### src/rtl/apb_master_arbiter_pkg.sv
// apb_master_arbiter_pkg: shared FSM state type and default bus widths
// Contents:
//   apb_state_t  IDLE -> SETUP -> ACCESS transfer phases
//   ADDR_W_DEF   default PADDR width
//   DATA_W_DEF   default PWDATA/PRDATA width
package apb_master_arbiter_pkg;
  typedef enum logic [1:0] {IDLE, SETUP, ACCESS} apb_state_t;
  localparam int ADDR_W_DEF = 32;
  localparam int DATA_W_DEF = 32;
endpackage

### src/rtl/apb_master_arbiter_if.sv
// apb_master_arbiter_if: requester-side handshake plus APB3 bus bundle
// Signals:
//   req_valid/req_write/req_addr/req_wdata  requester inputs (packed per requester)
//   req_ready/rsp_valid                     one-hot accept strobe / completion pulse
//   rsp_rdata/rsp_err                       read data / timeout flag, valid with rsp_valid
//   PSEL/PENABLE/PWRITE/PADDR/PWDATA        APB master outputs
//   PRDATA/PREADY                           APB slave returns
// Modports: master (arbiter view), slave (requesters + APB slave view)
interface apb_master_arbiter_if
  import apb_master_arbiter_pkg::*;
#(
  parameter int NREQ   = 2,
  parameter int ADDR_W = ADDR_W_DEF,
  parameter int DATA_W = DATA_W_DEF
);
  logic [NREQ-1:0]        req_valid;
  logic [NREQ-1:0]        req_write;
  logic [NREQ*ADDR_W-1:0] req_addr;
  logic [NREQ*DATA_W-1:0] req_wdata;
  logic [NREQ-1:0]        req_ready;
  logic [NREQ-1:0]        rsp_valid;
  logic [DATA_W-1:0]      rsp_rdata;
  logic                   rsp_err;
  logic                   PSEL;
  logic                   PENABLE;
  logic                   PWRITE;
  logic [ADDR_W-1:0]      PADDR;
  logic [DATA_W-1:0]      PWDATA;
  logic [DATA_W-1:0]      PRDATA;
  logic                   PREADY;
  modport master (
    input  req_valid, req_write, req_addr, req_wdata, PRDATA, PREADY,
    output req_ready, rsp_valid, rsp_rdata, rsp_err, PSEL, PENABLE, PWRITE, PADDR, PWDATA
  );
  modport slave (
    output req_valid, req_write, req_addr, req_wdata, PRDATA, PREADY,
    input  req_ready, rsp_valid, rsp_rdata, rsp_err, PSEL, PENABLE, PWRITE, PADDR, PWDATA
  );
endinterface

### src/rtl/apb_master_arbiter_rr_arbiter.sv
// rr_arbiter: combinational round-robin pick, first request at or above i_ptr with wrap
// Ports:
//   i_req    request vector
//   i_ptr    highest-priority index (register lives in the parent)
//   i_en     grant enable; no grant when low
//   o_grant  one-hot grant
//   o_idx    index of the granted requester
//   o_valid  a grant was issued
module rr_arbiter #(
  parameter int NREQ = 2,
  localparam int IW = $clog2(NREQ)
) (
  input  logic [NREQ-1:0] i_req,
  input  logic [IW-1:0]   i_ptr,
  input  logic            i_en,
  output logic [NREQ-1:0] o_grant,
  output logic [IW-1:0]   o_idx,
  output logic            o_valid
);
  // Scan from farthest to nearest so the nearest request from i_ptr wins.
  always_comb begin
    o_idx = '0;
    o_valid = 1'b0;
    for (int k = NREQ - 1; k >= 0; k--) begin
      if (i_en && i_req[(int'(i_ptr) + k) % NREQ]) begin
        o_valid = 1'b1;
        o_idx = IW'((int'(i_ptr) + k) % NREQ);
      end
    end
    o_grant = o_valid ? NREQ'(1) << o_idx : '0;
  end
endmodule

### src/rtl/apb_master_arbiter.sv
// apb_master_arbiter: APB3 master sharing one slave between NREQ round-robin requesters
// Ports:
//   PCLK     bus clock, rising edge
//   PRESETn  asynchronous active-low reset
//   bus      apb_master_arbiter_if.master: requester handshake, responses and APB bus
// Parameters: NREQ (2..8), ADDR_W, DATA_W, TIMEOUT (>=2 ACCESS cycles before abort)
module apb_master_arbiter
  import apb_master_arbiter_pkg::*;
#(
  parameter int NREQ    = 2,
  parameter int ADDR_W  = ADDR_W_DEF,
  parameter int DATA_W  = DATA_W_DEF,
  parameter int TIMEOUT = 16
) (
  input  logic                PCLK,
  input  logic                PRESETn,
  apb_master_arbiter_if.master bus
);
  localparam int IW = $clog2(NREQ);
  localparam int CW = $clog2(TIMEOUT);
  apb_state_t        r_state;
  apb_state_t        w_next;
  logic [IW-1:0]     r_ptr;
  logic [IW-1:0]     r_gidx;
  logic [CW-1:0]     r_cnt;
  logic              r_psel;
  logic              r_penable;
  logic              r_pwrite;
  logic [ADDR_W-1:0] r_paddr;
  logic [DATA_W-1:0] r_pwdata;
  logic [NREQ-1:0]   r_rsp_valid;
  logic [DATA_W-1:0] r_rsp_rdata;
  logic              r_rsp_err;
  logic [NREQ-1:0]   w_grant;
  logic [IW-1:0]     w_idx;
  logic              w_gvalid;
  logic              w_accept;
  logic              w_done;
  logic              w_abort;
  // Reset is folded into the enable so req_ready is low while PRESETn is held.
  rr_arbiter #(.NREQ(NREQ)) u_arb (
    .i_req   (bus.req_valid),
    .i_ptr   (r_ptr),
    .i_en    ((r_state == IDLE) && PRESETn),
    .o_grant (w_grant),
    .o_idx   (w_idx),
    .o_valid (w_gvalid)
  );
  assign bus.req_ready = w_grant;
  assign bus.PSEL      = r_psel;
  assign bus.PENABLE   = r_penable;
  assign bus.PWRITE    = r_pwrite;
  assign bus.PADDR     = r_paddr;
  assign bus.PWDATA    = r_pwdata;
  assign bus.rsp_valid = r_rsp_valid;
  assign bus.rsp_rdata = r_rsp_rdata;
  assign bus.rsp_err   = r_rsp_err;
  always_comb begin
    w_accept = (r_state == IDLE) && w_gvalid;
    w_done = (r_state == ACCESS) && bus.PREADY;
    w_abort = (r_state == ACCESS) && !bus.PREADY && (r_cnt == CW'(TIMEOUT - 1));
    w_next = w_accept ? SETUP : (r_state == SETUP) ? ACCESS : (w_done || w_abort) ? IDLE : r_state;
  end
  always_ff @(posedge PCLK or negedge PRESETn) begin
    if (!PRESETn) begin
      r_state <= IDLE;
      r_ptr <= '0;
      r_gidx <= '0;
      r_cnt <= '0;
      r_psel <= 1'b0;
      r_penable <= 1'b0;
      r_pwrite <= 1'b0;
      r_paddr <= '0;
      r_pwdata <= '0;
      r_rsp_valid <= '0;
      r_rsp_rdata <= '0;
      r_rsp_err <= 1'b0;
    end else begin
      r_state <= w_next;
      r_rsp_valid <= '0;
      if (w_accept) begin
        r_gidx <= w_idx;
        r_ptr <= (w_idx == IW'(NREQ - 1)) ? '0 : w_idx + 1'b1;
        r_pwrite <= bus.req_write[w_idx];
        r_paddr <= bus.req_addr[w_idx*ADDR_W +: ADDR_W];
        r_pwdata <= bus.req_wdata[w_idx*DATA_W +: DATA_W];
        r_psel <= 1'b1;
        r_penable <= 1'b0;
      end
      if (r_state == SETUP) begin
        r_penable <= 1'b1;
        r_cnt <= '0;
      end
      if (r_state == ACCESS) r_cnt <= r_cnt + 1'b1;
      // Completion and abort share the response path; only the error flag and data differ.
      if (w_done || w_abort) begin
        r_psel <= 1'b0;
        r_penable <= 1'b0;
        r_rsp_valid <= NREQ'(1) << r_gidx;
        r_rsp_err <= w_abort;
        r_rsp_rdata <= (w_done && !r_pwrite) ? bus.PRDATA : '0;
      end
    end
  end
endmodule

### src/flat_wrapper.sv
// flat-port wrapper written by rule: the top's interface ports become plain ports
module apb_master_arbiter_flat import apb_master_arbiter_pkg::*;
#(
  parameter int NREQ    = 2,
  parameter int ADDR_W  = ADDR_W_DEF,
  parameter int DATA_W  = DATA_W_DEF,
  parameter int TIMEOUT = 16
)
  (PCLK, PRESETn, bus_req_valid, bus_req_write, bus_req_addr, bus_req_wdata, bus_PRDATA, bus_PREADY, bus_req_ready, bus_rsp_valid, bus_rsp_rdata, bus_rsp_err, bus_PSEL, bus_PENABLE, bus_PWRITE, bus_PADDR, bus_PWDATA);
  apb_master_arbiter_if #(.NREQ(NREQ), .ADDR_W(ADDR_W), .DATA_W(DATA_W)) bus_i ();
  input  logic PCLK;
  input  logic PRESETn;
  input wire logic [$bits(bus_i.req_valid)-1:0] bus_req_valid;
  input wire logic [$bits(bus_i.req_write)-1:0] bus_req_write;
  input wire logic [$bits(bus_i.req_addr)-1:0] bus_req_addr;
  input wire logic [$bits(bus_i.req_wdata)-1:0] bus_req_wdata;
  input wire logic [$bits(bus_i.PRDATA)-1:0] bus_PRDATA;
  input wire logic [$bits(bus_i.PREADY)-1:0] bus_PREADY;
  output wire logic [$bits(bus_i.req_ready)-1:0] bus_req_ready;
  output wire logic [$bits(bus_i.rsp_valid)-1:0] bus_rsp_valid;
  output wire logic [$bits(bus_i.rsp_rdata)-1:0] bus_rsp_rdata;
  output wire logic [$bits(bus_i.rsp_err)-1:0] bus_rsp_err;
  output wire logic [$bits(bus_i.PSEL)-1:0] bus_PSEL;
  output wire logic [$bits(bus_i.PENABLE)-1:0] bus_PENABLE;
  output wire logic [$bits(bus_i.PWRITE)-1:0] bus_PWRITE;
  output wire logic [$bits(bus_i.PADDR)-1:0] bus_PADDR;
  output wire logic [$bits(bus_i.PWDATA)-1:0] bus_PWDATA;
  assign bus_i.req_valid = bus_req_valid;
  assign bus_i.req_write = bus_req_write;
  assign bus_i.req_addr = bus_req_addr;
  assign bus_i.req_wdata = bus_req_wdata;
  assign bus_i.PRDATA = bus_PRDATA;
  assign bus_i.PREADY = bus_PREADY;
  assign bus_req_ready = bus_i.req_ready;
  assign bus_rsp_valid = bus_i.rsp_valid;
  assign bus_rsp_rdata = bus_i.rsp_rdata;
  assign bus_rsp_err = bus_i.rsp_err;
  assign bus_PSEL = bus_i.PSEL;
  assign bus_PENABLE = bus_i.PENABLE;
  assign bus_PWRITE = bus_i.PWRITE;
  assign bus_PADDR = bus_i.PADDR;
  assign bus_PWDATA = bus_i.PWDATA;
  apb_master_arbiter #(.NREQ(NREQ), .ADDR_W(ADDR_W), .DATA_W(DATA_W), .TIMEOUT(TIMEOUT)) u_core (.PCLK(PCLK), .PRESETn(PRESETn), .bus(bus_i));
endmodule
### config.mk
export PLATFORM = sky130hd
export DESIGN_NAME = apb_master_arbiter_flat
export DESIGN_NICKNAME = d
export VERILOG_FILES = /design/src/rtl/apb_master_arbiter_pkg.sv /design/src/rtl/apb_master_arbiter_if.sv /design/src/rtl/apb_master_arbiter_rr_arbiter.sv /design/src/rtl/apb_master_arbiter.sv /design/src/flat_wrapper.sv
export SDC_FILE = /design/constraint.sdc
export NUM_CORES = 1
export LEC_CHECK = 0
export ABC_CLOCK_PERIOD_IN_PS = 1990
export CAP_MARGIN = 15
export CORE_MARGIN = 3
export CORE_UTILIZATION = 37
export DETAILED_ROUTE_END_ITERATION = 10
export PLACE_DENSITY = 0.92
export SETUP_SLACK_MARGIN = 0.05
export SLEW_MARGIN = 20
export SYNTH_ARGS = -nofsm -noshare
export SYNTH_HDL_FRONTEND = slang
export SYNTH_SLANG_ARGS = --single-unit
### constraint.sdc
create_clock -name PCLK -period 1.99 [get_ports PCLK]
set_input_delay 0.398 -clock PCLK [delete_from_list [all_inputs] [get_ports PCLK]]
set_output_delay 0.398 -clock PCLK [all_outputs]
set_load 0.01 [all_outputs]
# Yosys cells after proc, flatten, opt, wreduce, memory -nomap -nowiden
# Cells that the tools add are included.
# totals
input_bits	167
reg_bits	110
out_inout_bits	104
elab_cells	66
# classes
n_mux	25
shifts	4
eq_ne	3
add_sub_neg	3
n_bitwise	1
magnitude_cmp	3
reduce_logical	15
# op_table
operator	count
$shiftx 64x7->32	2
$mux 32	1
$mux 1	17
$mux 2	5
$logic_and 1x1->1	8
$mux 4	2
$add 4x1->4 const B	1
$eq 4x4->1 const B	1
$lt 1x2->1 const B	2
$reduce_bool 2->1	2
$shl 1x1->2 const A	2
$lt 2x3->1 const B	1
$reduce_bool 3->1	1
$add 1x1->1 const B	2
$eq 2x1->1 const B	1
$eq 2x2->1 const B	1
$logic_not 1->1	2
$logic_not 2->1	1
$and 1x1->1 const A	1
$logic_or 1x1->1	1

# Longest topological paths before layout
# Gate-level depths: netlist (run 1).
# depth
word_depth	12
mapped_depth	7
ltp_nobuf	5

# Cells and area by module
# From an unflattened synthesis (run 1), not the netlist that was laid out.
# unflattened
cells_unflattened	415
area_unflattened_um2	4690.7
# by_module_without_submodules
module	cells_each	n_inst	seq_area_each_um2	area_per_inst_um2
apb_master_arbiter	408	1	2752.6	4657.0
rr_arbiter	7	1	0.0	33.8

# Least setup slack after synthesis (run 1)
# Ideal clock, no wire load.
# synth_path
path_type	register to output
start	register u_core.r_state[1]
end	output bus_req_ready[1]
stages_incl_launch_ff	6
n_path_buf	1
t_required_ps	1592
slack_ps	324
t_arrival_ps	1268
cell_sequence	dfrtp_1 > inv_1 > ha_1 > nand3_1 > a21oi_2 > buf_1
# synth_between
elab_chain_cells	7
# synth_lines
element	line_no	text
start, declared	apb_master_arbiter.sv:21	apb_state_t r_state;
start signal, assigned	apb_master_arbiter.sv:79	r_state <= w_next;
$logic_not 2->1 (*)	apb_master_arbiter.sv:44	.i_en ((r_state == IDLE) && PRESETn),
$logic_and 1x1->1 (*)	apb_master_arbiter.sv:44	
$logic_and 1x1->1	apb_master_arbiter_rr_arbiter.sv:25	if (i_en && i_req[(int'(i_ptr) + k) % NREQ]) begin
$mux 1 (2 in series)	apb_master_arbiter_rr_arbiter.sv:25	
$shl 1x1->2	apb_master_arbiter_rr_arbiter.sv:30	o_grant = o_valid ? NREQ'(1) << o_idx : '0;
$mux 2 (*)	apb_master_arbiter_rr_arbiter.sv:30	
end, declared	flat_wrapper.sv:19	output wire logic [$bits(bus_i.req_ready)-1:0] bus_req_ready;
# Every way passes the cells marked *; elsewhere a longest branch is shown, timed or not.

# Worst setup path after layout (run 1)
# layout_path
start	register u_core.r_state[1]
end	output bus_req_ready[0]
# Same word-level chain as after synthesis.

==> impl_results.md, run 1 <==
- Net Count, Synth: 511
- Ratio of cells with drive above 1 in the final layout: 6.69%
- Leakage Power: 0.00326 µW
- IO Port Bufs: 270
- Syn avg cell area: about 13 µm²
- Placed inst area: ~0.0074 mm²
- Largest net degree at the start of global routing: 67
- FP Rows: 39
- Area Overhead vs Synth: 71.3%
- CP startpoint kind: register
- Status: complete, no violations
- Post-DP HPWL: around 11000 µm
- HP Class: in2async
- Top post-synthesis cells by area: dfrtp_1 (61%), a221o_1 (14%), a22o_1 (6.2%)
- CTS root buffer: clkbuf_16
- Synth top area share: 60.7%
- Setup bufs post-CTS: 0
- Core ar.: 0.0117 mm²
- R2R Setup Slk: 230 ps
- Cts hold-fix bufs: 0
- Initial antenna violation count: 0
- Number of flops mapped to enable cells by yosys: 0
- Worst EP required: 1590 ps
- Synth area leader: dfrtp_1
- Post_cts resized: 10
- CP endpoint kind: output port
- CTS tree: yes
- Period minus WS final: 1860 ps
- Worst r2r path cells: 6
- Final Power: between 10000 and 15000 µW
- Sequential share of the synthesized area: 60.7%
- Post-DR wirelength/cell: 19.4 µm
- Synth cell types: 30
- Crit share post-route: 93.5%
- H-Tree Level Count: 3
- Mapped cell area: 0.00449 mm²
- Mapped Cells: 340
- Peak fanout along the critical path: 3
- Seq cells post-synth: 109
- CP arrival: 1460 ps
- Flip-flop and latch area: 0.00273 mm²
- Final setup fails: 0
- GRT Util Overall: a little over a fifth
- Worst Tran Pin Value: 776 ps
- Setup Skew: 8.64 ps
- YS warnings: 0
- Peak supply drop: 701 µV
- # DRC: 0
- Top_reg_cell synth: dfrtp_1
- Vias in the first global route: around 4300
- Crit path kind: reg2out
- RD Place Congestion: approximately 0.78
- Asr flop ratio synth: 100%
- Pwr/cell area: 1400 mW/mm²
- Design area: 0.00770 mm²
- Reg clk slew, reported paths: approximately 70 ps
- Layout Nets: 779
- Clock latency on the worst-skew pair: approximately 340 ps
- Die Span Y: 116 µm
- Detail Route Antenna Nets: 0
- Max-slew violations: 0
- Routed wire length: 14700 µm
- Via density: 5.31
- TritonCTS Buffers: 9
- Maxcap violations: 0
- Drt pass-1 iters: 4
- IO Count: 271
- Initial Utilization: 38.5%
- Fillers: 876
- Clk buf depth: 2
- Maximum clock frequency: 537 MHz
- ANT cells: 0
- Multi-input gate area: 0.00162 mm²
- Worst r2r src: u_core.r_state[1]
- FF-to-FF End: u_core.bus.PADDR[19]
- Final hold violation count: 0
- First-pass GRT wire length: 22000 µm
- Die area: 0.0135 mm²
- Vias: between 4000 and 5000
- Die W: 116 µm
- GR Overflow Total: 0
- Rel. slew slack: between 40 and 50%
- Unrepaired setup endpoints after global routing: true
- Initial DRC count: approximately 320
- Clock sink total: 109
[report_power, final]
group / leakage, µW / internal, µW / switching, µW / total, µW
clock network: 0.000146 / 952 / 774 / 1730
logic: 0.00174 / 3180 / 2050 / 5230
registers: 0.00138 / 3230 / 579 / 3810
[final cells by class]
| cell class | instances | area share [%] |
|---|---|---|
| clock buffer | 13 | 3.51 |
| timing repair buffer | 285 | 37.0 |
| multi-input combinational | 195 | 21.1 |
| sequential | 109 | 35.4 |
| tap | 143 | 2.32 |
| inverter | 8 | 0.390 |
| clock inverter | 3 | 0.244 |
[cells in the mapped netlist, types with 2 or more instances]
cell,count
ha_1,4
buf_2,15
a221o_1,65
buf_6,2
and2_1,21
nand2_1,2
buf_1,3
inv_1,8
a22o_1,32
a21oi_1,3
clkbuf_1,4
and2_0,44
nor2_1,3
a31o_2,2
a21o_1,2
buf_4,4
o21ai_0,2
nand3_1,4
dfrtp_1,109
[worst max-delay path by stage]
stage | end | startpoint | depth (start not counted) | slack (ps)
floorplan | bus_req_ready[1] | u_core.r_state[1] | 5 | 320
global placement | bus_req_ready[0] | bus_req_valid[0] | 4 | -160
detailed placement | bus_req_ready[0] | bus_req_valid[0] | 4 | -170
CTS | u_core.bus.PADDR[19] | u_core.r_state[1] | 6 | 80
global route | bus_req_ready[1] | u_core.r_state[1] | 5 | 30
finish | bus_req_ready[0] | u_core.r_state[1] | 5 | 130
[cells by family after synthesis]
group / after synthesis / synth area share [%]
AND/OR/NAND/NOR: 77 / 10.3
AO/OA/AOI/OAI: 113 / 23.5
multiplexers: 1 / 0.223
flip-flops: 109 / 60.7
buffers and inverters: 36 / 4.09
adder cells (fa/ha/maj): 4 / 1.11
[registers in the layout (all words and copies together) (netlist names)]
| name | flops |
|---|---|
| u_core.bus.PWRITE | 1 |
| u_core.r_ptr | 1 |
| u_core.bus.PWDATA | 32 |
| u_core.r_state | 2 |
| u_core.bus.rsp_valid | 2 |
| u_core.bus.PSEL | 1 |
| u_core.bus.rsp_rdata | 32 |
| u_core.bus.PADDR | 32 |
| u_core.bus.rsp_err | 1 |
| u_core.r_gidx | 1 |
| u_core.r_cnt | 4 |
[cells in the final DEF (no fill, tap or decap), drive strengths merged]
master         count
o31ai              1
nor2b              1
a21oi              4
nand3              4
a22o              32
dfrtp            109
inv                8
clkinv             3
nand2b             1
nand2              2
o211ai             1
o21a               1
clkdlybuf4s50    267
o2bb2ai            1
a21o               2
o21ai              3
ha                 4
and2              65
mux2i              1
clkbuf            13
buf               18
and3               1
a221o             65
a31oi              1
a31o               2
nor2               3
[per-stage QoR]
stage | worst slack [ps] | hold slack [ps] | cells | util (%) | setup TNS (ps)
after floorplan | 324 | 102 | 340 | - | 0
after global placement | -160 | 378 | 740 | 63.4 | -4820
after detailed placement | -172 | 387 | 740 | 63.4 | -7770
after CTS | 78.7 | 17.0 | 756 | 65.9 | 0
after global routing | 31.9 | 29.8 | 756 | 66.0 | 0
final | 128 | 19.6 | 756 | 66.0 | 0
[critical path, cell delays in order (launching register included)]
cell     delay (ps)
dfrtp_1         380
inv_1           120
ha_4            180
nand3_1         110
a21oi_4         150
buf_2           180
[routing by layer]
layer / vias up / share of wire (%) / track usage, %
li1: 1821 / - / -
met1: 1999 / 38 / 23.5
met2: 172 / 53 / 38.1
met3: 21 / 7.7 / 5.23
met4: 0 / 2.2 / 7.50
met5: - / 0 / 0
Power figures use the tool's default switching activity.
==> run 2: changes to the inputs <==
- SLEW_MARGIN: 20 -> 0
==> results of run 2 <==
No change in the layout: final DEF, timing and power equal those of run 1.
==> run 3: changes to the inputs <==
- CORE_UTILIZATION: 37 -> 38
- SYNTH_HIERARCHICAL: not set -> 1
==> impl_results.md, run 3 <==
- GR Overflow Total: 0 (unchanged)
- Maxcap violations: 0 (unchanged)
- Die Span Y: 117 µm (+0.80%)
- IO Port Bufs: 270 (unchanged)
- Synth top cells by count: dfrtp_1 (110), nand2_1 (73), o21ai_0 (71)
- PnR worst setup slack: 49.2 ps (-79.2 ps)
- Worst Tran Pin Value: 841 ps (+65.0 ps)
- Setup TNS: 0 ps (unchanged)
- CP endpoint kind: register
- Clock sink total: 110 (+0.92%)
- Area Overhead vs Synth: 75.0%
- Initial Utilization: 39.9% (+1.4 points)
- Pwr/cell area: 1270 mW/mm² (-9.1%)
- TritonCTS Buffers: 9 (unchanged)
- Core ar.: 0.0118 mm² (+0.84%)
- ANT cells: 0 (unchanged)
- Hold_ws: 156 ps (+137 ps)
- Clock latency on the worst-skew pair: 340 ps (about the same)
- Util after Layout: 69.8% (+3.8 points)
- Routed wire length: 15400 µm (+5.2%)
- Initial antenna violation count: 0 (unchanged)
- Sequential share of the synthesized area: 58.7% (-2.0 points)
- Most common cell after layout, fill and taps aside: clkdlybuf4s50_1
- Post-DP HPWL: 11600 µm (+7.3%)
- GRT Util Overall: 21.4% (+0.52 points)
- Fillers: 782 (-11%)
- Final setup fails: 0 (unchanged)
- Die area: 0.0137 mm² (+1.6%)
- H-Tree Level Count: 3 (unchanged)
- Reg clk slew, reported paths: 70 ps (about the same)
- Worst r2r path cells: 10 (+4)
- Die W: 117 µm (+0.80%)
- Most numerous cell in the Yosys netlist: dfrtp_1
- Initial DRC count: 226 (-30%)
- Maximum clock frequency: 515 MHz (-4.1%)
- Peak supply drop: 700 µV (-0.13%)
- Period minus WS final: 1940 ps (+79.2 ps)
- Status: complete, no violations
- Place WS: -130 ps (+41.2 ps)
- Via density: 4.91 (-7.6%)
- FP Rows: 39 (unchanged)
- HP Class: in2async
- Unrepaired setup endpoints after global routing: true
- Vias: 4239 (+5.6%)
- Seq cells post-synth: 110 (+0.92%)
- CP startpoint kind: register
- Top post-synthesis cells by area: dfrtp_1 (59%), mux2i_1 (14%), o21ai_0 (7.6%)
- Vias in the first global route: 4511 (+4.4%)
- Rel. slew slack: 43.9% (-4.3 points)
- Setup Skew: 8.84 ps (+0.203 ps)
- Asr flop ratio synth: 100% (unchanged)
- Final hold violation count: 0 (unchanged)
- Final Power: 10400 µW (-3.1%)
- Peak fanout along the critical path: 6 (+3)
- Worst EP required: 2200 ps (+610 ps)
- Clk buf depth: 2 (unchanged)
- Max-slew violations: 0 (unchanged)
- Commonest cells after routing, fill and taps aside: clkdlybuf4s50_1 (267), dfrtp_1 (110), nand2_1 (71)
- Post-DR wirelength/cell: 17.9 µm (-7.9%)
- Detail Route Antenna Nets: 0 (unchanged)
- Net Count, Synth: 586 (+15%)
- Mapped Cells: 415 (+22%)
- Leakage Power: 0.00345 µW (+5.7%)
- RD Place Congestion: 0.806 (+3.7%)
- Largest net degree at the start of global routing: 71 (+6.0%)
- YS warnings: 6 (+6)
- # DRC: 0 (unchanged)
- Syn avg cell area: 11.3 µm² (-14%)
- IO Count: 271 (unchanged)
- Number of flops mapped to enable cells by yosys: 0 (unchanged)
- CTS root buffer: clkbuf_16
- Crit share post-route: 97.5% (+4.0 points)
- Ratio of cells with drive above 1 in the final layout: 9.00% (+2.3 points)
- Synth top area share: 58.7% (-2.0 points)
- CTS tree: yes
- Layout Nets: 866 (+11%)
- Crit path kind: reg2reg
- Mapped cell area: 0.00469 mm² (+4.4%)
- Drt pass-1 iters: 4 (unchanged)
- CP arrival: 2150 ps (+690 ps)
- Synth area leader: dfrtp_1
- Synth cell types: 22 (-27%)
- Top_reg_cell synth: dfrtp_1
- First-pass GRT wire length: 22600 µm (+2.6%)
run 3: final cells by class:
class                           instances  area (µm²)  area share [%]
Timing Repair Buffer                  298        3090            37.6
Sequential cell                       110        2750            33.5
Multi-Input combinational cell        268        1820            22.2
Clock buffer                           11         253            3.08
Tap cell                              164         205            2.50
Clock inverter                          5        57.6           0.701
Inverter                                8        30.0           0.366
run 3: power by group:
part           internal [µW]  switching (µW)  total (µW)
Combinational           2790            2090        4880
Clock                   1040             793        1840
Sequential              3180             548        3720
run 3: cells by family after synthesis:
| group | share of synthesized area (%) |
|---|---|
| compound gates | 15.1 |
| flops | 58.7 |
| mux | 14.1 |
| simple gates | 7.12 |
| fa+ha+maj | 1.07 |
| buf+inv | 3.95 |
run 3: what timing repair did:
item                       in CTS  in global routing
cloned                          0                  3
pin swaps                       0                  5
hold buffers                    0                  0
gates resized for setup        10                 54
setup endpoints to repair      57                 65
setup buffers                   3                  2
run 3: stage by stage:
stage	cells	cell area [µm²]
3_5_place_dp	840	7700
4_1_cts	859	8030
3_3_place_gp	840	7700
2_1_floorplan	415	4690
6_report	864	8210
5_1_grt	864	8210
run 3: final timing paths:
kind                                   start                       to  slack, ps
max                        u_core/r_state[1]      u_core/bus.PADDR[8]         50
min                                  PRESETn      u_core/bus.PADDR[7]        160
max reg2reg                u_core/r_state[1]      u_core/bus.PADDR[8]         50
min reg2reg                    u_core/r_gidx  u_core/bus.rsp_valid[0]        430
max in group asynchronous            PRESETn    u_core/bus.PWDATA[19]        550
min in group PCLK              u_core/r_gidx  u_core/bus.rsp_valid[0]        430
run 3: per-layer routing:
metal / part of all wire, % / GRT usage, % / vias to the layer above
met4: 1.8 / 7.03 / 0
met3: 8.5 / 6.58 / 26
li1: - / - / 2011
met5: 0 / 0 / -
met2: 53 / 38.0 / 189
met1: 37 / 24.5 / 2013
run 3: critical path, stage by stage (launching register included):
cell	delay (ps)
dfrtp_1	390
inv_2	90
ha_4	130
and2_4	150
nand2_2	70
buf_6	120
a21oi_4	220
clkbuf_16	220
clkbuf_16	140
mux2i_1	180
o21ai_0	110
